### src/rtl/riscv_wb.sv
// Writeback stage and integer register file: commits MEM->WB transfers, serves two read ports.
// Define RISCV_WB_BYPASS_EN to forward the committing write to same-cycle reads.
module riscv_wb #(
  parameter int XLEN      = 32,
  parameter int INSTRET_W = 64
) (
  input  logic                 clk,
  input  logic                 rstn,
  input  logic                 mem_wb_rdy,
  output logic                 mem_wb_ack,
  input  logic [XLEN-1:0]      mem_wb_data,
  input  logic [4:0]           mem_wb_rd,
  input  logic                 mem_wb_we,
  input  logic                 wb_stall,
  input  logic [4:0]           rs1_addr,
  output logic [XLEN-1:0]      rs1_data,
  input  logic [4:0]           rs2_addr,
  output logic [XLEN-1:0]      rs2_data,
  output logic                 wb_valid,
  output logic [4:0]           wb_rd,
  output logic [XLEN-1:0]      wb_data,
  output logic [INSTRET_W-1:0] instret
);

  logic [XLEN-1:0]      regs_q [32];
  logic                 commit;
  logic                 wr_en;
  logic                 wb_valid_q, wb_valid_d;
  logic [4:0]           wb_rd_q, wb_rd_d;
  logic [XLEN-1:0]      wb_data_q, wb_data_d;
  logic [INSTRET_W-1:0] instret_q, instret_d;

  assign mem_wb_ack = !wb_stall;
  assign commit     = mem_wb_rdy && mem_wb_ack;
  assign wr_en      = commit && mem_wb_we && (mem_wb_rd != 5'd0);

  // Entry 0 is never written; reads of x0 are also forced to zero below.
  always_ff @(posedge clk or negedge rstn) begin
    if (!rstn) begin
      for (int i = 0; i < 32; i++) regs_q[i] <= '0;
    end else if (wr_en) begin
      regs_q[mem_wb_rd] <= mem_wb_data;
    end
  end

  always_comb begin
    rs1_data = regs_q[rs1_addr];
`ifdef RISCV_WB_BYPASS_EN
    if (wr_en && (rs1_addr == mem_wb_rd)) rs1_data = mem_wb_data;
`endif
    if (rs1_addr == 5'd0) rs1_data = '0;
  end

  always_comb begin
    rs2_data = regs_q[rs2_addr];
`ifdef RISCV_WB_BYPASS_EN
    if (wr_en && (rs2_addr == mem_wb_rd)) rs2_data = mem_wb_data;
`endif
    if (rs2_addr == 5'd0) rs2_data = '0;
  end

  // wb_rd/wb_data hold between commits; wb_valid is a one-cycle pulse.
  always_comb begin
    wb_valid_d = commit;
    wb_rd_d    = wb_rd_q;
    wb_data_d  = wb_data_q;
    instret_d  = instret_q;
    if (commit) begin
      wb_rd_d   = mem_wb_we ? mem_wb_rd : 5'd0;
      wb_data_d = mem_wb_data;
      instret_d = instret_q + {{(INSTRET_W-1){1'b0}}, 1'b1};
    end
  end

  always_ff @(posedge clk or negedge rstn) begin
    if (!rstn) begin
      wb_valid_q <= 1'b0;
      wb_rd_q    <= 5'd0;
      wb_data_q  <= '0;
      instret_q  <= '0;
    end else begin
      wb_valid_q <= wb_valid_d;
      wb_rd_q    <= wb_rd_d;
      wb_data_q  <= wb_data_d;
      instret_q  <= instret_d;
    end
  end

  assign wb_valid = wb_valid_q;
  assign wb_rd    = wb_rd_q;
  assign wb_data  = wb_data_q;
  assign instret  = instret_q;

endmodule

### config.mk
export PLATFORM = sky130hd
export DESIGN_NAME = riscv_wb
export DESIGN_NICKNAME = d
export VERILOG_FILES = /design/src/rtl/riscv_wb.sv
export SDC_FILE = /design/constraint.sdc
export NUM_CORES = 2
export LEC_CHECK = 0
export ABC_CLOCK_PERIOD_IN_PS = 2270
export CAP_MARGIN = 20
export CORE_UTILIZATION = 50
export DETAILED_ROUTE_END_ITERATION = 7
export PLACE_DENSITY = 0.76
export RECOVER_POWER = 25
export SYNTH_ARGS = -nofsm -noshare
export SYNTH_HDL_FRONTEND = slang
export SYNTH_SLANG_ARGS = --single-unit
export TNS_END_PERCENT = 20
### constraint.sdc
create_clock -name clk -period 2.27 [get_ports clk]
set_input_delay 0.3405 -clock clk [delete_from_list [all_inputs] [get_ports clk]]
set_output_delay 0.3405 -clock clk [all_outputs]
set_load 0.02 [all_outputs]
# == Yosys cells after proc, flatten, opt, wreduce, memory -nomap -nowiden ==
# Cells that the tools add are included.
# W data, S select, Z words.
# totals
reg_bits,1126
in_bits,52
out_inout_bits,167
wordCells,64
# classes
add_sub_neg,1
order_cmp,4
muxes,12
n_bitwise,3
reduce_logical,8
# ops
cell,count
$bwmux W1024,1
$bmux W32 S5,2
$mux W32,7
$demux W32 S5,1
$add A64 B1 Y64 const B,1
$ge A6 B6 Y1 const B,3
$not A5 Y6,3
$logic_not A5 Y1,2
$lt A6 B1 Y1 const B,1
$mux W5,1
$reduce_bool A5 Y1,1
$logic_and A1 B1 Y1,4
$logic_not A1 Y1,1

# == Depth between registers and ports, before layout ==
# logic_depth
ltp_word,6
ltp_mapped,9
mapped_depth_nobuf,6

# == Least setup slack after synthesis ==
# No wires, ideal clock.
# synth_path
kind,input -> output
start,in rs1_addr[0]
end,out rs1_data[30]
arrival_time_ps,2030
required_time_ps,1929
setup_slack_ps,-100
cell_stages,5
path_buffers,2
cell_sequence,buf_2 buf_2 mux4_2 mux4_2 o211a_1
# synth_between
elab_chain_len,5
word_cells_on_any_way,6
classes_between,mux: 4; bitwise: 1; reduce/logical: 1
# synth_lines
item,line,source
from (decl),15,"input logic [4:0] rs1_addr,"
$not A5 Y6 (not written as such),47,rs1_data = regs_q[rs1_addr];
$bmux W32 S5,47,
$mux W32 (not written as such) (2 in a row),47,
$mux W32 *,51,if (rs1_addr == 5'd0) rs1_data = '0;
to (decl),16,"output logic [XLEN-1:0] rs1_data,"
# Mark *: on every way between the ends. The rest lies on a longest branch, timed or not. The select of a mux whose other input is x is not followed.

# == Worst setup path after layout ==
# layout_path
start,reg regs_q[670] (netlist bit)
end,out rs2_data[30]
# layout_between
elab_chain_len,4
# layout_lines
item,line,source
from (decl),25,logic [XLEN-1:0] regs_q [32];
"from (signal, indexed assignment)",42,regs_q[mem_wb_rd] <= mem_wb_data;
$bmux W32 S5,55,rs2_data = regs_q[rs2_addr];
$mux W32 (not written as such) (2 in a row),55,
$mux W32,59,if (rs2_addr == 5'd0) rs2_data = '0;
to (decl),18,"output logic [XLEN-1:0] rs2_data,"
# Every way passes these cells. The select of a mux whose other input is x is not followed.

==> Implementation_results.wiki <==
{| class="wikitable"
! Metric !! Value
|-
| Count of endpoints failing setup in the final report || 745
|-
| Placer Congestion || 0.916
|-
| Register area share after synthesis || 47.4%
|-
| Netlist area before placement || 59,500 µm²
|-
| Count of distinct cell types in the synthesized netlist || 55
|-
| Kind of critical path || reg -> out
|-
| End of the worst register-to-register path || instret[49]
|-
| CP startpoint kind || register
|-
| Source-to-sink clock delay at the later pin of the worst-skew pair || 0.75 ns
|-
| Worst path cell trace || buf_6 -> mux4_2 -> mux4_2 -> o211a_4 -> buf_6
|-
| Buffers from clock root to sink, at most || 3
|-
| Hold Fails Final Rpt || 0
|-
| Post-Synthesis Mean Instance Area || 14.1 µm²
|-
| All-layer global routing usage || 32.9%
|-
| Number of CTS-inserted buffers || 120
|-
| Register bit count reported by yosys || 1,126
|-
| Final non-filler cell total || 6,494
|-
| Startpoint of the worst-slack reg-to-reg timing path || instret[15]
|-
| Final routed wirelength across all metal layers || 198,000 µm
|-
| Violated checks || capacitance limit, slew limit, setup timing
|-
| Width of the die || 347 µm
|-
| Number of antenna cells inserted || 0
|-
| Most used cells in the layout excluding fill and tap cells || dfrtp_1, mux2_2, buf_4, mux4_2, mux2i_1
|-
| CTS tree || done
|-
| Aggregate global routing overflow || 0
|-
| Number of primary I/O pins || 219
|-
| Syn Nets || 4,267
|-
| Worst stage delay on the critical path || 0.53 ns
|-
| Cell count after synthesis || 4,214
|-
| Nature of the critical path endpoint || output port
|-
| Clock Sink Count || 1,126
|-
| Final worst-path cycle share || 133%
|-
| Port bufs || 218
|-
| Number of antenna violations at the first check in global routing || 1
|-
| # placed instances || 6,277
|-
| Max Clock Skew || 0.00979 ns
|-
| Cell at the root of the clock tree || clkbuf_16
|-
| Remaining number of nets flagged by the antenna check after routing || 0
|-
| CP Data Arrival Time || 2.67 ns
|-
| Share of layout cells above drive strength 1 || 52.1%
|-
| Clock transition at the registers of the reported paths || 0.06 ns
|-
| Worst path required time || 1.93 ns
|-
| Pin count of the biggest net entering global routing || 127
|-
| Worst min path class || in -> reg
|-
| Largest fanout on the critical path || 2
|-
| Total Die Area || 120,000 µm²
|-
| Final routed wire length divided by cell count || 30.5 µm
|-
| Number of rows in the core area || 126
|-
| Slew at the pin closest to its max-slew limit || 2.30 ns
|-
| Number of filler instances in the final layout || 8,460
|-
| Count of unresolved DRC violations after routing || 0
|-
| Die height || 347 µm
|-
| H-tree level count || 3
|-
| FF/Latch Area || 28,200 µm²
|-
| Max Slew Vio Count || 22
|-
| Global-route wire length before repair || 295,000 µm
|-
| Max Cap Viol || 1
|-
| Hold path cells || 3
|-
| Number of vias after detailed routing || 43,000
|-
| Max-slew headroom || -53.6%
|-
| Reported leakage power || 35.0 nW
|-
| Worst setup slack after layout || -0.740 ns
|-
| Drt first-iter violations || 4,071
|-
| Vias in the first global route || 45,000
|-
| Area growth syn-to-layout || 24.9%
|-
| Area of the multi-input gates || 30,000 µm²
|-
| Starting Density || 50.4%
|-
| Critical-path top delay cell || mux4_2
|-
| Highest attainable clock frequency || 332 MHz
|-
| Area of the placeable core || 118,000 µm²
|-
| Number of warnings reported in the yosys synthesis log || 0
|-
| Routed via count divided by cell count || 6.63
|-
| Total Nets Final || 4,916
|-
| Worst setup startpoint || regs_q[670]
|-
| 1st-pass router iterations || 7
|-
| Power density over cell area || 703 nW/µm²
|-
| Commonest non-fill, non-tap cell in the layout || dfrtp_1
|-
| Post-route minimum period || 3.01 ns
|-
| Outcome || finished with violations
|-
| Register-to-Register Setup Slack || 0.21 ns
|-
| Estimated wirelength of the detail-placed design || 131,000 µm
|-
| Largest voltage drop on the vdd net || 698 µV
|-
| RSZ-0062 raised after global routing || true
|-
| End point of the critical path || rs2_data[30]
|-
| Total negative setup slack || -114.42 ns
|-
| Worst reg-to-reg path cell count || 6
|}
## routing by layer
layer	global-route usage, %	part of all wire [%]	vias to the layer above
li1	-	-	17300
met1	42.0	37	22600
met2	51.2	46	2418
met3	8.11	9.4	693
met4	19.4	6.8	2
met5	0	0.0086	-
## logic make-up (layout without fill, tap and decap cells)
| family | Yosys count | in the layout | share of synthesized area, % |
|---|---|---|---|
| and+or+nand+nor | 435 | 435 | 3.79 |
| muxes | 1714 | 1714 | 39.4 |
| DFF | 1126 | 1126 | 47.4 |
| xor gates and xnor gates | 63 | 63 | 0.928 |
| adders and majority gates | 1 | 1 | 0.0210 |
| AOI/OAI and AO/OA | 402 | 402 | 4.91 |
| buffers and inverters | 473 | 1217 | 3.61 |
## worst max-delay path: cells and delay by family, from the launching register on
| kind | cells | cell delay, ns |
|---|---|---|
| compound gates | 1 | 0.28 |
| flops | 1 | 0.40 |
| buf+inv | 2 | 0.26 |
| mux | 2 | 0.99 |
## Yosys cell counts (all sizes together)
| cell | n | area, µm² |
|---|---|---|
| inv | 14 | 52.6 |
| and4 | 4 | 35.0 |
| nor3b | 5 | 58.8 |
| a211oi | 21 | 158 |
| and2 | 2 | 12.5 |
| clkbuf | 233 | 875 |
| nor2b | 29 | 181 |
| a21oi | 23 | 115 |
| nand4b | 1 | 8.76 |
| o211a | 62 | 621 |
| o2111ai | 19 | 166 |
| nand3 | 93 | 470 |
| or2 | 2 | 12.5 |
| ha | 1 | 12.5 |
| nand2b | 4 | 32.5 |
| a221oi | 43 | 377 |
| nand4 | 21 | 153 |
| mux4 | 390 | 8780 |
| nor3 | 23 | 165 |
| xnor2 | 29 | 254 |
| nor4 | 13 | 136 |
| nor4b | 1 | 8.76 |
| dfrtp | 1126 | 28200 |
| mux2 | 994 | 11300 |
| o21ai | 109 | 546 |
| nor2 | 37 | 171 |
| buf | 223 | 1200 |
| mux2i | 330 | 3300 |
| nand3b | 4 | 30.0 |
| and3 | 5 | 31.3 |
| a22oi | 125 | 938 |
| xor2 | 34 | 298 |
| clkinv | 3 | 16.3 |
| or4 | 3 | 22.5 |
| nand2 | 186 | 706 |
| or3 | 2 | 17.5 |
## worst min path at each step
stage          slack (ns)          end    startpoint
6_report             0.30     wb_rd[4]  mem_wb_rd[4]
5_1_grt              0.28     wb_rd[4]  mem_wb_rd[4]
4_1_cts              0.06  regs_q[762]          rstn
3_5_place_dp         0.26  regs_q[762]          rstn
3_3_place_gp         0.25  regs_q[762]          rstn
2_1_floorplan        0.04   instret[0]          rstn
## power breakdown
group | internal [W] | switching (W) | total (W)
Clock | 0.0123 | 0.00844 | 0.0207
Sequential | 0.0217 | 0.00123 | 0.0229
Combinational | 0.00456 | 0.00406 | 0.00862
Total | 0.0385 | 0.0137 | 0.0522
## layout make-up
class                           count  area share [%]
Inverter                           17          0.0960
Clock buffer                      178            4.76
Sequential cell                  1126            37.9
Multi-Input combinational cell   2615            40.4
Clock inverter                     39           0.785
Timing Repair Buffer              983            13.4
Tap cell                         1536            2.59
## flip-flops by register name, indices dropped and copies added, names as in the netlist
name,count
wb_data,32
regs_q,1024
wb_rd,5
instret,64
wb_valid,1
## stage by stage
step / utilization (%) / setup slack, ns / hold WS [ns] / power [W] / area (µm²)
floorplan: - / -0.0568 / 0.0449 / 0.0275 / 59500
global placement: 59.0 / -0.864 / 0.255 / 0.0311 / 69500
detailed placement: 59.0 / -0.832 / 0.258 / 0.0314 / 69500
CTS: 62.8 / -0.801 / 0.0564 / 0.0522 / 74000
global route: 63.0 / -0.791 / 0.283 / 0.0538 / 74300
finish: 63.0 / -0.740 / 0.302 / 0.0522 / 74300
## what timing repair did
action,in CTS,in global routing
endpoints found under the hold margin,275,0
hold buffers,1,0
setup buffers,0,3
pin swaps,37,29
endpoints found under the setup margin,66,66
gates resized for setup,380,102
No activity file was read; power rests on OpenSTA's default activity.
